## src/rtl/clk_gate_ctrl.sv

```systemverilog
// Clock-gate enable controller: req/ack handshake with wake settle delay and idle hysteresis.
// Optional wake statistics counter enabled by defining CLK_GATE_STATS_EN.
module clk_gate_ctrl #(
    parameter int unsigned WAKE_CYCLES = 2,
    parameter int unsigned IDLE_CYCLES = 16
) (
    input  logic        clk,
    input  logic        rst,
    input  logic        req,
    input  logic        busy,
    input  logic        force_on,
    output logic        gate_en,
    output logic        ack,
    output logic [1:0]  state,
    output logic [15:0] wake_count
);

    localparam int unsigned WCNT_W = 8;
    localparam int unsigned ICNT_W = 16;
    localparam int unsigned WC_W   = 16;

    typedef enum logic [1:0] {
        ST_OFF  = 2'd0,
        ST_WAKE = 2'd1,
        ST_ON   = 2'd2,
        ST_IDLE = 2'd3
    } state_t;

    state_t              r_state;
    state_t              w_state_nxt;
    logic                r_gate_en;
    logic                w_gate_nxt;
    logic                r_ack;
    logic                w_ack_nxt;
    logic [WCNT_W-1:0]   r_wcnt;
    logic [WCNT_W-1:0]   w_wcnt_nxt;
    logic [ICNT_W-1:0]   r_icnt;
    logic [ICNT_W-1:0]   w_icnt_nxt;
    logic                w_want;

    assign w_want = req | force_on;

    // State and output registers; reset clears gate_en/ack immediately.
    always_ff @(posedge clk or posedge rst) begin
        if (rst) begin
            r_state   <= ST_OFF;
            r_gate_en <= 1'b0;
            r_ack     <= 1'b0;
            r_wcnt    <= '0;
            r_icnt    <= '0;
        end else begin
            r_state   <= w_state_nxt;
            r_gate_en <= w_gate_nxt;
            r_ack     <= w_ack_nxt;
            r_wcnt    <= w_wcnt_nxt;
            r_icnt    <= w_icnt_nxt;
        end
    end

    // Next-state and next-output logic.
    always_comb begin
        w_state_nxt = r_state;
        w_gate_nxt  = r_gate_en;
        w_ack_nxt   = r_ack;
        w_wcnt_nxt  = r_wcnt;
        w_icnt_nxt  = r_icnt;

        unique case (r_state)
            ST_OFF: begin
                w_gate_nxt = 1'b0;
                w_ack_nxt  = 1'b0;
                if (w_want) begin
                    w_state_nxt = ST_WAKE;
                    w_gate_nxt  = 1'b1;
                    w_wcnt_nxt  = WCNT_W'(WAKE_CYCLES - 1);
                end
            end
            ST_WAKE: begin
                w_gate_nxt = 1'b1;
                w_ack_nxt  = 1'b0;
                if (r_wcnt == '0) begin
                    w_state_nxt = ST_ON;
                    w_ack_nxt   = w_want;
                end else begin
                    w_wcnt_nxt = r_wcnt - WCNT_W'(1);
                end
            end
            ST_ON: begin
                w_gate_nxt = 1'b1;
                w_ack_nxt  = w_want;
                if (!w_want && !busy) begin
                    w_state_nxt = ST_IDLE;
                    w_icnt_nxt  = ICNT_W'(IDLE_CYCLES - 1);
                    w_ack_nxt   = 1'b0;
                end
            end
            ST_IDLE: begin
                w_gate_nxt = 1'b1;
                w_ack_nxt  = 1'b0;
                // A new request beats an expiring idle window.
                if (w_want) begin
                    w_state_nxt = ST_ON;
                    w_ack_nxt   = 1'b1;
                end else if (busy) begin
                    w_icnt_nxt = ICNT_W'(IDLE_CYCLES - 1);
                end else if (r_icnt == '0) begin
                    w_state_nxt = ST_OFF;
                    w_gate_nxt  = 1'b0;
                end else begin
                    w_icnt_nxt = r_icnt - ICNT_W'(1);
                end
            end
            default: begin
                w_state_nxt = ST_OFF;
                w_gate_nxt  = 1'b0;
                w_ack_nxt   = 1'b0;
            end
        endcase
    end

    assign gate_en = r_gate_en;
    assign ack     = r_ack;
    assign state   = r_state;

`ifdef CLK_GATE_STATS_EN
    logic [WC_W-1:0] r_wake_count;
    logic            w_wake_start;

    assign w_wake_start = (r_state == ST_OFF) && w_want;

    // Saturating count of OFF->WAKE transitions.
    always_ff @(posedge clk or posedge rst) begin
        if (rst) begin
            r_wake_count <= '0;
        end else if (w_wake_start && (r_wake_count != {WC_W{1'b1}})) begin
            r_wake_count <= r_wake_count + WC_W'(1);
        end
    end

    assign wake_count = r_wake_count;
`else
    assign wake_count = '0;
`endif

endmodule
```

## config.mk

```make
export PLATFORM = sky130hd
export DESIGN_NAME = clk_gate_ctrl
export DESIGN_NICKNAME = d
export VERILOG_FILES = /design/src/rtl/clk_gate_ctrl.sv
export SDC_FILE = /design/constraint.sdc
export NUM_CORES = 1
export LEC_CHECK = 0
export CAP_MARGIN = 10
export CORE_ASPECT_RATIO = 0.7
export CORE_MARGIN = 2
export CORE_UTILIZATION = 40
export DETAILED_ROUTE_END_ITERATION = 10
export PLACE_DENSITY = 0.6
export SYNTH_ARGS = -nofsm -noshare
export SYNTH_HDL_FRONTEND = slang
export SYNTH_SLANG_ARGS = --single-unit
```

## constraint.sdc

```tcl
create_clock -name clk -period 2.15 [get_ports clk]
set_input_delay 0.43 -clock clk [delete_from_list [all_inputs] [get_ports clk]]
set_output_delay 0.43 -clock clk [all_outputs]
set_load 0.01 [all_outputs]
```

After elaboration in Yosys (flattened, before gate mapping). Index checks and enable logic that the tools add are counted.

Word-level logic and storage cells: 54. Flip-flop bits (word level): 28. Output and inout port bits: 20. Input port bits: 5.

Eq/ne operators: 11. Mux-type cells: 23. Bitwise gates (word level): 1. Reductions and logical operators: 12. Add/sub/neg operators: 2.

Operators with widths (count): two-way mux 16 bit (4); case mux 16 bit (2 select lines) (1); zero test 16 bit (1); two-way mux 8 bit (2); case mux 8 bit (2 select lines) (1); subtractor 16 x 1 -> 16 bit, second input constant (1); two-way mux 2 bit (6); inequality test 2 bit, second input constant (5); inequality test 3 bit, second input constant (3); zero test 8 bit (1); case mux 2 bit (4 select lines) (1); subtractor 8 x 1 -> 8 bit, second input constant (1); two-way mux 1 bit (6); AND reduction 5 bit (1); equality test 2 bit, second input constant (2); case mux 1 bit (4 select lines) (1); AND reduction 4 bit (1); nonzero test 2 bit (2); case mux 1 bit (3 select lines) (1); AND reduction 3 bit (1); equality test 2 x 1 -> 1 bit, second input constant (1); zero test 1 bit (2); zero test 2 bit (1); OR reduction 2 bit (1); 2 further kinds (2).

Depth between registers and ports, before layout. Gate-level depths: netlist (run 1).

Word-level depth: 5. Gate-level depth with buffers: 8. Gate-level depth less buffers: 7.

Worst setup path before layout (run 1). No wires, ideal clock.

Path kind: register -> register. Start point: register r_icnt[0]. End point: register r_state[0] (netlist: state[0]). Setup time: 0.126 ns. Stages on the path, launching flop included: 8. Arrival: 1.755 ns. Buffers on the path: 0. Slack: 0.269 ns. Clock period less this slack: 1.881 ns. Data required time: 2.024 ns. Cells stage by stage: dfrtp_1 > inv_1 > ha_1 > nor3b_1 > and4_4 > nand2_2 > a311o_1 > mux2i_1.

Word-level cells in the longest chain between the ends: 3.

RTL lines: start: declaration (RTL line 37) `logic [ICNT_W-1:0] r_icnt;`; start signal: assignment (RTL line 56) `r_icnt <= w_icnt_nxt;`; zero test 16 bit (RTL line 106) `end else if (r_icnt == '0) begin`; inequality test 3 bit (no source line); AND reduction 5 bit (no source line); end signal: assignment (RTL line 52) `r_state <= w_state_nxt;`; end: declaration (RTL line 29) `state_t r_state;`.

No other way between the ends. A chain may end at the register's enable or synchronous reset.

Worst setup path in the final report (run 1).
Start point: register r_icnt[0]. End point: register r_icnt[10].

Word-level cells in the longest chain between the ends: 5. Elaborated cells on any way between the ends: 8. Classes of those cells: add/sub (1); eq/ne (1); mux (4); reduce/logical (2).

RTL lines: subtractor 16 x 1 -> 16 bit (RTL line 110) `w_icnt_nxt = r_icnt - ICNT_W'(1);`; two-way mux 16 bit (RTL line 106); two-way mux 16 bit (RTL line 104) `end else if (busy) begin`; two-way mux 16 bit (RTL line 101) `if (w_want) begin`; case mux 16 bit (2 select lines) (RTL line 68) `unique case (r_state)`.

Several ways; a longest one is shown, not always the timed one. The select of a mux whose other input is x is not followed.

==> reports/metrics.json, run 1 <==
{
  "global_routing": {
    "grt_max_degree": 29,
    "grt.met1_usage_pct": 25.8,
    "top_usage_layer": "met1",
    "globalRoute.totalOverflow": 0,
    "first_global_vias": 1351,
    "global_route_wire_length_before_repair_mm": 6.69,
    "gr_util_met3_pct": 3.62,
    "grt_use_total_pct": 16.6,
    "antenna_found_initial": 0,
    "global_route.usage.met2_pct": 23.7
  },
  "worst_setup_path": {
    "timing_worst_setup_path_type": "register to register",
    "critical_path_required_ps": 2320,
    "crit_path_cell_chain": "inv_1, ha_1, or3b_2, nor3_1, buf_4, a31oi_1, o21ai_0, nand2_1",
    "cp-start-kind": "register",
    "worst-endpoint-arrival_ps": 2140,
    "crit_path_max_incr_delay_ps": 470,
    "worst_setup_ep_type": "register",
    "highest_net_fanout_along_the_worst_path": 5,
    "cp_slowest_cell": "or3b_2"
  },
  "synth": {
    "synth-compound-area-share_pct": 19.4,
    "synth.distinct_cells": 52,
    "post_synth_main_area_contributors": "dfrtp_1 (38%), buf_4 (6.5%), ha_1 (5.4%)",
    "synth_top_flop_cell": "dfrtp_1",
    "synth.most_common_cell": "dfrtp_1",
    "synth_top_area_cell": "dfrtp_1",
    "main_combinational_cell_family_by_area_after_synthesis": "simple AND/OR/NAND/NOR gates",
    "multiplexer_share_of_the_synthesized_area_pct": 1.68,
    "synthArstFlopShare_pct": 100,
    "synth.ff_latch_count": 28,
    "yosys.area_share.simple_pct": 24.6,
    "synth_enable_flop_cells": 0,
    "synthTopCellsByCount": "dfrtp_1 (28), nor2_1 (23), buf_4 (16)",
    "sequential_fraction_of_the_synthesis_area_pct": 37.7,
    "share_of_yosys_cell_area_claimed_by_the_top_area_cell_type_pct": 37.7,
    "synth_area_mm2": 0.00186,
    "yosys.area_share.adder_pct": 5.38,
    "ys_warn_count": 0,
    "postSynthCellCount": 201,
    "synthXorXnorAreaFrac_pct": 2.35,
    "post_synth.cell_area_avg_um2": 9.26
  },
  "clock_network": {
    "clkLatencyLatePin_ps": 280,
    "post-cts-setup-buffer-count": 0,
    "cts_tree": "yes",
    "ctsRootBufferMaster": "clkbuf_8",
    "number_of_sinks_handled_by_clock_tree_synthesis": 28,
    "number_of_buffers_created_by_cts": 3,
    "cts.reportedPaths.clkPinSlew_ps": 100,
    "h-tree-depth": 1,
    "clk_path_buf_depth": 2
  },
  "floorplanning": {
    "row_count": 20,
    "die_h_um": 61.1,
    "initial_utilization_pct": 42.2,
    "top_level_ports": 25,
    "placeableCoreArea_mm2": 0.00440,
    "die_x_um": 85.5,
    "fp.dieArea_mm2": 0.00522
  },
  "routing": {
    "firstDrtPassIters": 4,
    "detail_route.iter0.violations": 112,
    "route.detailed.wl_per_inst_um": 13.8,
    "residual_drc_count": 0,
    "routed_wl_mm": 3.84,
    "vias": 1462,
    "vias_per_cell": 5.26,
    "antenna_violating_nets_post_route": 0
  },
  "timing": {
    "max_freq_mhz": 508,
    "timing.clock.skew_ps": 2.82,
    "finalMaxSlewViolations": 0,
    "grt_setup_unrepaired": "false",
    "hold_violations": 0,
    "timing.final.crit_share_pct": 91.5,
    "timing.final.setup_violations": 0,
    "final_min_period_ps": 1970
  },
  "hold_path": {
    "min_path_type": "input port to async pin"
  },
  "placement": {
    "dpl-instance-area_mm2": 0.00203,
    "detailed_place_hpwl_mm": 2.80,
    "io_buffer_count": 8,
    "weighted_congestion_at_the_end_of_routability_driven_global_placement": 0.816
  },
  "final_layout": {
    "layout-drive-gt1-share_pct": 17.5,
    "area_delta_synth_final_pct": 14.3,
    "post-route-cell-area_mm2": 0.00213,
    "number_of_inserted_diodes": 0,
    "nets": 237
  },
  "flow_run": {
    "maxCapViolations": 0
  },
  "run_status": {
    "outcome": "complete, no violations"
  },
  "power_and_ir_drop": {
    "power.density_mw_per_mm2": 1240,
    "tot_pwr_uw": 2650,
    "leakagePower_uw": 0.000924,
    "worst_ir_drop_vdd_mv": 0.759
  }
}
==> power by group <==
part           internal (µW)  total (µW)  leakage (µW)  switching, µW
logic                    613        1310      0.000528            698
clock network            250         424     0.0000357            174
registers                702         911      0.000361            209
==> logic make-up (layout without fill, tap and decap cells) <==
family,after synthesis,in the layout
xor+xnor,5,5
mux,3,3
flops,28,28
simple gates,77,77
buf+inv,27,34
other cells,1,16
compound gates,52,52
fa+ha+maj,8,8
==> critical path: cells and delay by family, from the launching register on <==
kind	cells	cell delay (ps)
compound gates	2	260
fa+ha+maj	1	190
simple gates	3	720
buf+inv	2	240
flops	1	430
==> final cells by class <==
cell class                      count  area (µm²)
Timing Repair Buffer               21         178
Fill cell                         432        2280
Clock buffer                        3        41.3
Tap cell                           55        68.8
Inverter                            9        33.8
Multi-Input combinational cell    161        1070
Clock inverter                      1        30.0
Sequential cell                    28         701
==> through the flow <==
stage / util, % / hold WS [ps] / setup TNS, ps / worst slack (ps) / std cells
finish: 48.3 / 512 / 0 / 183 / 278
global route: 48.3 / 552 / 0 / 7.32 / 278
CTS: 47.8 / 528 / 0 / 124 / 278
detailed placement: 46.2 / 523 / -12.6 / -12.6 / 274
global placement: 46.2 / 520 / 0 / 12.3 / 274
floorplan: - / 475 / 0 / 269 / 216
==> path summary, 6_finish.rpt <==
| check | startpoint | endpoint | slack, ps | cells after the start |
|---|---|---|---|---|
| setup / recovery | r_icnt[0]$_DFFE_PP0P_ | r_icnt[10]$_DFFE_PP0P_ | 180 | 8 |
| hold / removal | rst | r_icnt[7]$_DFFE_PP0P_ | 510 | 3 |
| setup reg to reg | r_icnt[0]$_DFFE_PP0P_ | r_icnt[10]$_DFFE_PP0P_ | 180 | 8 |
| hold reg to reg | r_icnt[0]$_DFFE_PP0P_ | r_icnt[0]$_DFFE_PP0P_ | 540 | 1 |
| max in group asynchronous | rst | r_wcnt[0]$_DFFE_PP0P_ | 1360 | 3 |
| min in group clk | r_icnt[0]$_DFFE_PP0P_ | r_icnt[0]$_DFFE_PP0P_ | 540 | 1 |
==> flip-flops by register name (all words and copies together), names as in the netlist <==
register and flops:
r_wcnt 8, gate_en 1, ack 1, state 2
r_icnt 16
==> what timing repair did <==
| action | in CTS | in global routing |
|---|---|---|
| hold endpoints to repair | 0 | 0 |
| endpoints found under the setup margin | 0 | 6 |
| hold buffers | 0 | 0 |
| resized for setup | 0 | 3 |
==> per-layer routing <==
metal	up-vias	share of wire, %
li1	736	-
met1	689	56
met2	34	40
met3	3	3.5
met4	0	0.21
met5	-	0
==> cell usage in the layout, fill, tap and decap left out, drive strengths merged, types with 2 or more instances in the layout <==
cell,count
or3,3
nand3,8
o31ai,7
conb,16
clkdlybuf4s50,8
nor3b,4
nor4,5
a21o,2
dfrtp,28
xor2,5
clkbuf,3
or2,2
buf,13
mux2i,2
a21oi,9
nor2b,3
inv,9
nand2,14
a311oi,2
nor2,23
nor3,7
or4,3
o21ai,19
ha,8
a31oi,2
Note: power is estimated with default switching activity, not from simulation.
==> run 2: changes to the inputs <==
GPL_ROUTABILITY_DRIVEN = 0   (was not set)
==> results of run 2 <==
Same layout as run 1: the final DEF is identical, and so are final timing and power.
==> run 3: changes to the inputs <==
PLACE_DENSITY = 0.63   (was 0.6)
SLEW_MARGIN = 20   (was not set)
clock period = 1.6 ns   (was 2.15 ns; I/O delays follow)
==> run 3 against run 2 <==
  * The run now ends with setup timing left
  * Global-route usage grew 4.2 points
  * Combinational power grew 140%
  * Critical path depth down 3
  * Via count grew 20%
  * Sequential power increased by 28%
  * Largest cell class unchanged
==> reports/metrics.json, run 3 (same netlist as run 1, synthesis figures left out) <==
{
  "final_layout": {
    "largest_register_ffs": {"value": 16, "change": "unchanged"},
    "nets": {"value": 294, "change": "was 237"},
    "area_delta_synth_final": {"value": 51.8, "unit": "%", "change": "was 14.3%"},
    "layoutNonFillerInstCount": {"value": 335, "change": "was 278"},
    "layout_common_cells": {"value": "buf_4 (65), dfrtp_1 (26), nor2_1 (22)", "change": "was dfrtp_1 (28), nor2_1 (23), conb_1 (16)"},
    "largest-register": {"value": "r_icnt", "change": "unchanged"},
    "post-route-util": {"value": 64.1, "unit": "%", "change": "was 48.3%"},
    "most_common_cell_after_layout_fill_and_taps_aside": {"value": "buf_4", "change": "was dfrtp_1"},
    "number_of_inserted_diodes": {"value": 0, "change": "unchanged"},
    "layout-drive-gt1-share": {"value": 48.6, "unit": "%", "change": "was 17.5%"}
  },
  "floorplanning": {
    "placeableCoreArea": {"value": 0.00440, "unit": "mm²", "change": "unchanged"},
    "fp.dieArea": {"value": 0.00522, "unit": "mm²", "change": "unchanged"},
    "row_count": {"value": 20, "change": "unchanged"},
    "initial_utilization": {"value": 42.2, "unit": "%", "change": "unchanged"},
    "die_h": {"value": 61.1, "unit": "µm", "change": "unchanged"},
    "die_x": {"value": 85.5, "unit": "µm", "change": "unchanged"},
    "top_level_ports": {"value": 25, "change": "unchanged"}
  },
  "worst_setup_path": {
    "cp_slowest_cell": {"value": "or4_4", "change": "was or3b_2"},
    "crit_path_cell_chain": {"value": "or3_4, or4_4, o21ai_4, nand2_1, o21ai_2", "change": "was inv_1, ha_1, or3b_2, nor3_1, buf_4, a31oi_1, o21ai_0, nand2_1"},
    "critical_path_required": {"value": 1820, "unit": "ps", "change": "was 2320 ps"},
    "highest_net_fanout_along_the_worst_path": {"value": 5, "change": "unchanged"},
    "timing_worst_setup_path_type": {"value": "register to register", "change": "unchanged"},
    "worst_path_dominant_cell_family": {"value": "simple AND/OR/NAND/NOR gates", "change": "unchanged"},
    "worst_r2r_startpoint": {"value": "r_icnt[13]$_DFFE_PP0P_", "change": "was r_icnt[0]$_DFFE_PP0P_"},
    "startpoint": {"value": "r_icnt[13]$_DFFE_PP0P_", "change": "was r_icnt[0]$_DFFE_PP0P_"},
    "crit_path_max_incr_delay": {"value": 490, "unit": "ps", "change": "was 470 ps"},
    "cp_num_buf_inv": {"value": 0, "change": "was 2"},
    "worst_setup_ep_type": {"value": "register", "change": "unchanged"},
    "cp-start-kind": {"value": "register", "change": "unchanged"},
    "worst-endpoint-arrival": {"value": 2010, "unit": "ps", "change": "was 2140 ps"}
  },
  "timing": {
    "hold_violations": {"value": 0, "change": "unchanged"},
    "timing.clock.skew": {"value": 2.39, "unit": "ps", "change": "was 2.82 ps"},
    "final_min_period": {"value": 1790, "unit": "ps", "change": "was 1970 ps"},
    "finalMaxSlewViolations": {"value": 0, "change": "unchanged"},
    "timing.final.crit_share": {"value": 112, "unit": "%", "change": "was 91.5%"},
    "grt_setup_unrepaired": {"value": "true", "change": "was false"},
    "worst_slack": {"value": -186, "unit": "ps", "change": "was 183 ps"},
    "max_freq": {"value": 560, "unit": "MHz", "change": "was 508 MHz"},
    "timing.final.setup_violations": {"value": 25, "change": "was 0"}
  },
  "clock_network": {
    "h-tree-depth": {"value": 1, "change": "unchanged"},
    "clk_path_buf_depth": {"value": 2, "change": "unchanged"},
    "clkLatencyLatePin": {"value": 280, "unit": "ps", "change": "about the same"},
    "cts.reportedPaths.clkPinSlew": {"value": 100, "unit": "ps", "change": "about the same"},
    "number_of_buffers_created_by_cts": {"value": 3, "change": "unchanged"},
    "cts_tree": {"value": "yes", "change": "unchanged"},
    "hold_buffers": {"value": 0, "change": "unchanged"},
    "ctsRootBufferMaster": {"value": "clkbuf_8", "change": "unchanged"},
    "number_of_sinks_handled_by_clock_tree_synthesis": {"value": 28, "change": "unchanged"}
  },
  "flow_run": {
    "maxCapViolations": {"value": 0, "change": "unchanged"}
  },
  "routing": {
    "detail_route.iter0.violations": {"value": 63, "change": "was 112"},
    "route.detailed.wl_per_inst": {"value": 14.6, "unit": "µm", "change": "was 13.8 µm"},
    "vias_per_cell": {"value": 5.24, "change": "was 5.26"},
    "residual_drc_count": {"value": 0, "change": "unchanged"},
    "vias": {"value": 1755, "change": "was 1,462"},
    "firstDrtPassIters": {"value": 4, "change": "unchanged"},
    "antenna_violating_nets_post_route": {"value": 0, "change": "unchanged"},
    "routed_wl": {"value": 4.90, "unit": "mm", "change": "was 3.84 mm"}
  },
  "placement": {
    "dpl_worst_slack": {"value": -405, "unit": "ps", "change": "was -12.6 ps"},
    "io_buffer_count": {"value": 8, "change": "unchanged"},
    "detailed_place_hpwl": {"value": 3.31, "unit": "mm", "change": "was 2.80 mm"},
    "placedCellCount": {"value": 314, "change": "was 274"}
  },
  "global_routing": {
    "global_route_wire_length_before_repair": {"value": 8.47, "unit": "mm", "change": "was 6.69 mm"},
    "antenna_found_initial": {"value": 0, "change": "unchanged"},
    "grt_max_degree": {"value": 29, "change": "unchanged"},
    "grt_use_total": {"value": 20.7, "unit": "%", "change": "was 16.6%"},
    "first_global_vias": {"value": 1778, "change": "was 1,351"},
    "globalRoute.totalOverflow": {"value": 0, "change": "unchanged"}
  },
  "hold_path": {
    "min_path_type": {"value": "input port to async pin", "change": "unchanged"}
  },
  "power_and_ir_drop": {
    "worst_ir_drop_vdd": {"value": 1.21, "unit": "mV", "change": "was 0.759 mV"},
    "leakagePower": {"value": 0.00125, "unit": "µW", "change": "was 0.000924 µW"},
    "power.density": {"value": 1720, "unit": "mW/mm²", "change": "was 1240 mW/mm²"}
  },
  "run_status": {
    "violations": "setup timing",
    "outcome": {"value": "finished, violations left", "change": "was complete, no violations"}
  }
}
==> run 3: cell type report <==
type	count	area, µm²
flip-flops and latches	28	703
clock inverters	1	30.0
multi-input cells	162	1320
clock buffers	3	41.3
well taps	55	68.8
inverters	9	38.8
repair buffers	77	619
fillers	361	1580
==> run 3: metal layers <==
| metal | global-route usage, % | routed length (µm) |
|---|---|---|
| met2 | 34.4 | 2260 |
| met1 | 28.0 | 2340 |
| met4 | 5.44 | 40 |
| met3 | 4.69 | 262 |
| met5 | 0 | 0 |
==> run 3: worst reg2reg max path, cell delays in order (launching register included) <==
cell	delay, ps
dfrtp_1	410
or3_4	430
or4_4	490
o21ai_4	230
nand2_1	100
o21ai_2	60
==> run 3: stage by stage <==
stage / hold slack, ps / setup TNS (ps) / instance area (µm²) / total power [µW]
6_report: 398 / -3200 / 2830 / 4870
5_1_grt: 441 / -5410 / 2830 / 5230
4_1_cts: 420 / -3080 / 2740 / 4660
3_5_place_dp: 506 / -7500 / 2470 / 3740
3_3_place_gp: 505 / -6820 / 2470 / 3690
2_1_floorplan: 385 / -1370 / 2060 / 2700
==> run 3: timing repair <==
item,in CTS,in global routing
gates cloned,1,0
endpoints found under the setup margin,29,28
gates resized for setup,22,17
pin swaps,21,10
setup buffers,14,2
==> run 3: report_power, final <==
group	switching, µW	internal, µW
logic	1480	1640
clock network	243	336
registers	218	949
total	1940	2920
==> run 3: path summary, 6_finish.rpt <==
path	to	slack [ps]	cells past startpoint
max	r_icnt[0]$_DFFE_PP0P_	-190	5
min	r_wcnt[2]$_DFFE_PP0P_	400	3
max reg2reg	r_icnt[0]$_DFFE_PP0P_	-190	5
min reg2reg	r_icnt[9]$_DFFE_PP0P_	600	2
max in group asynchronous	state[0]$_DFFE_PP0P_	900	3
min in group clk	r_icnt[9]$_DFFE_PP0P_	600	2
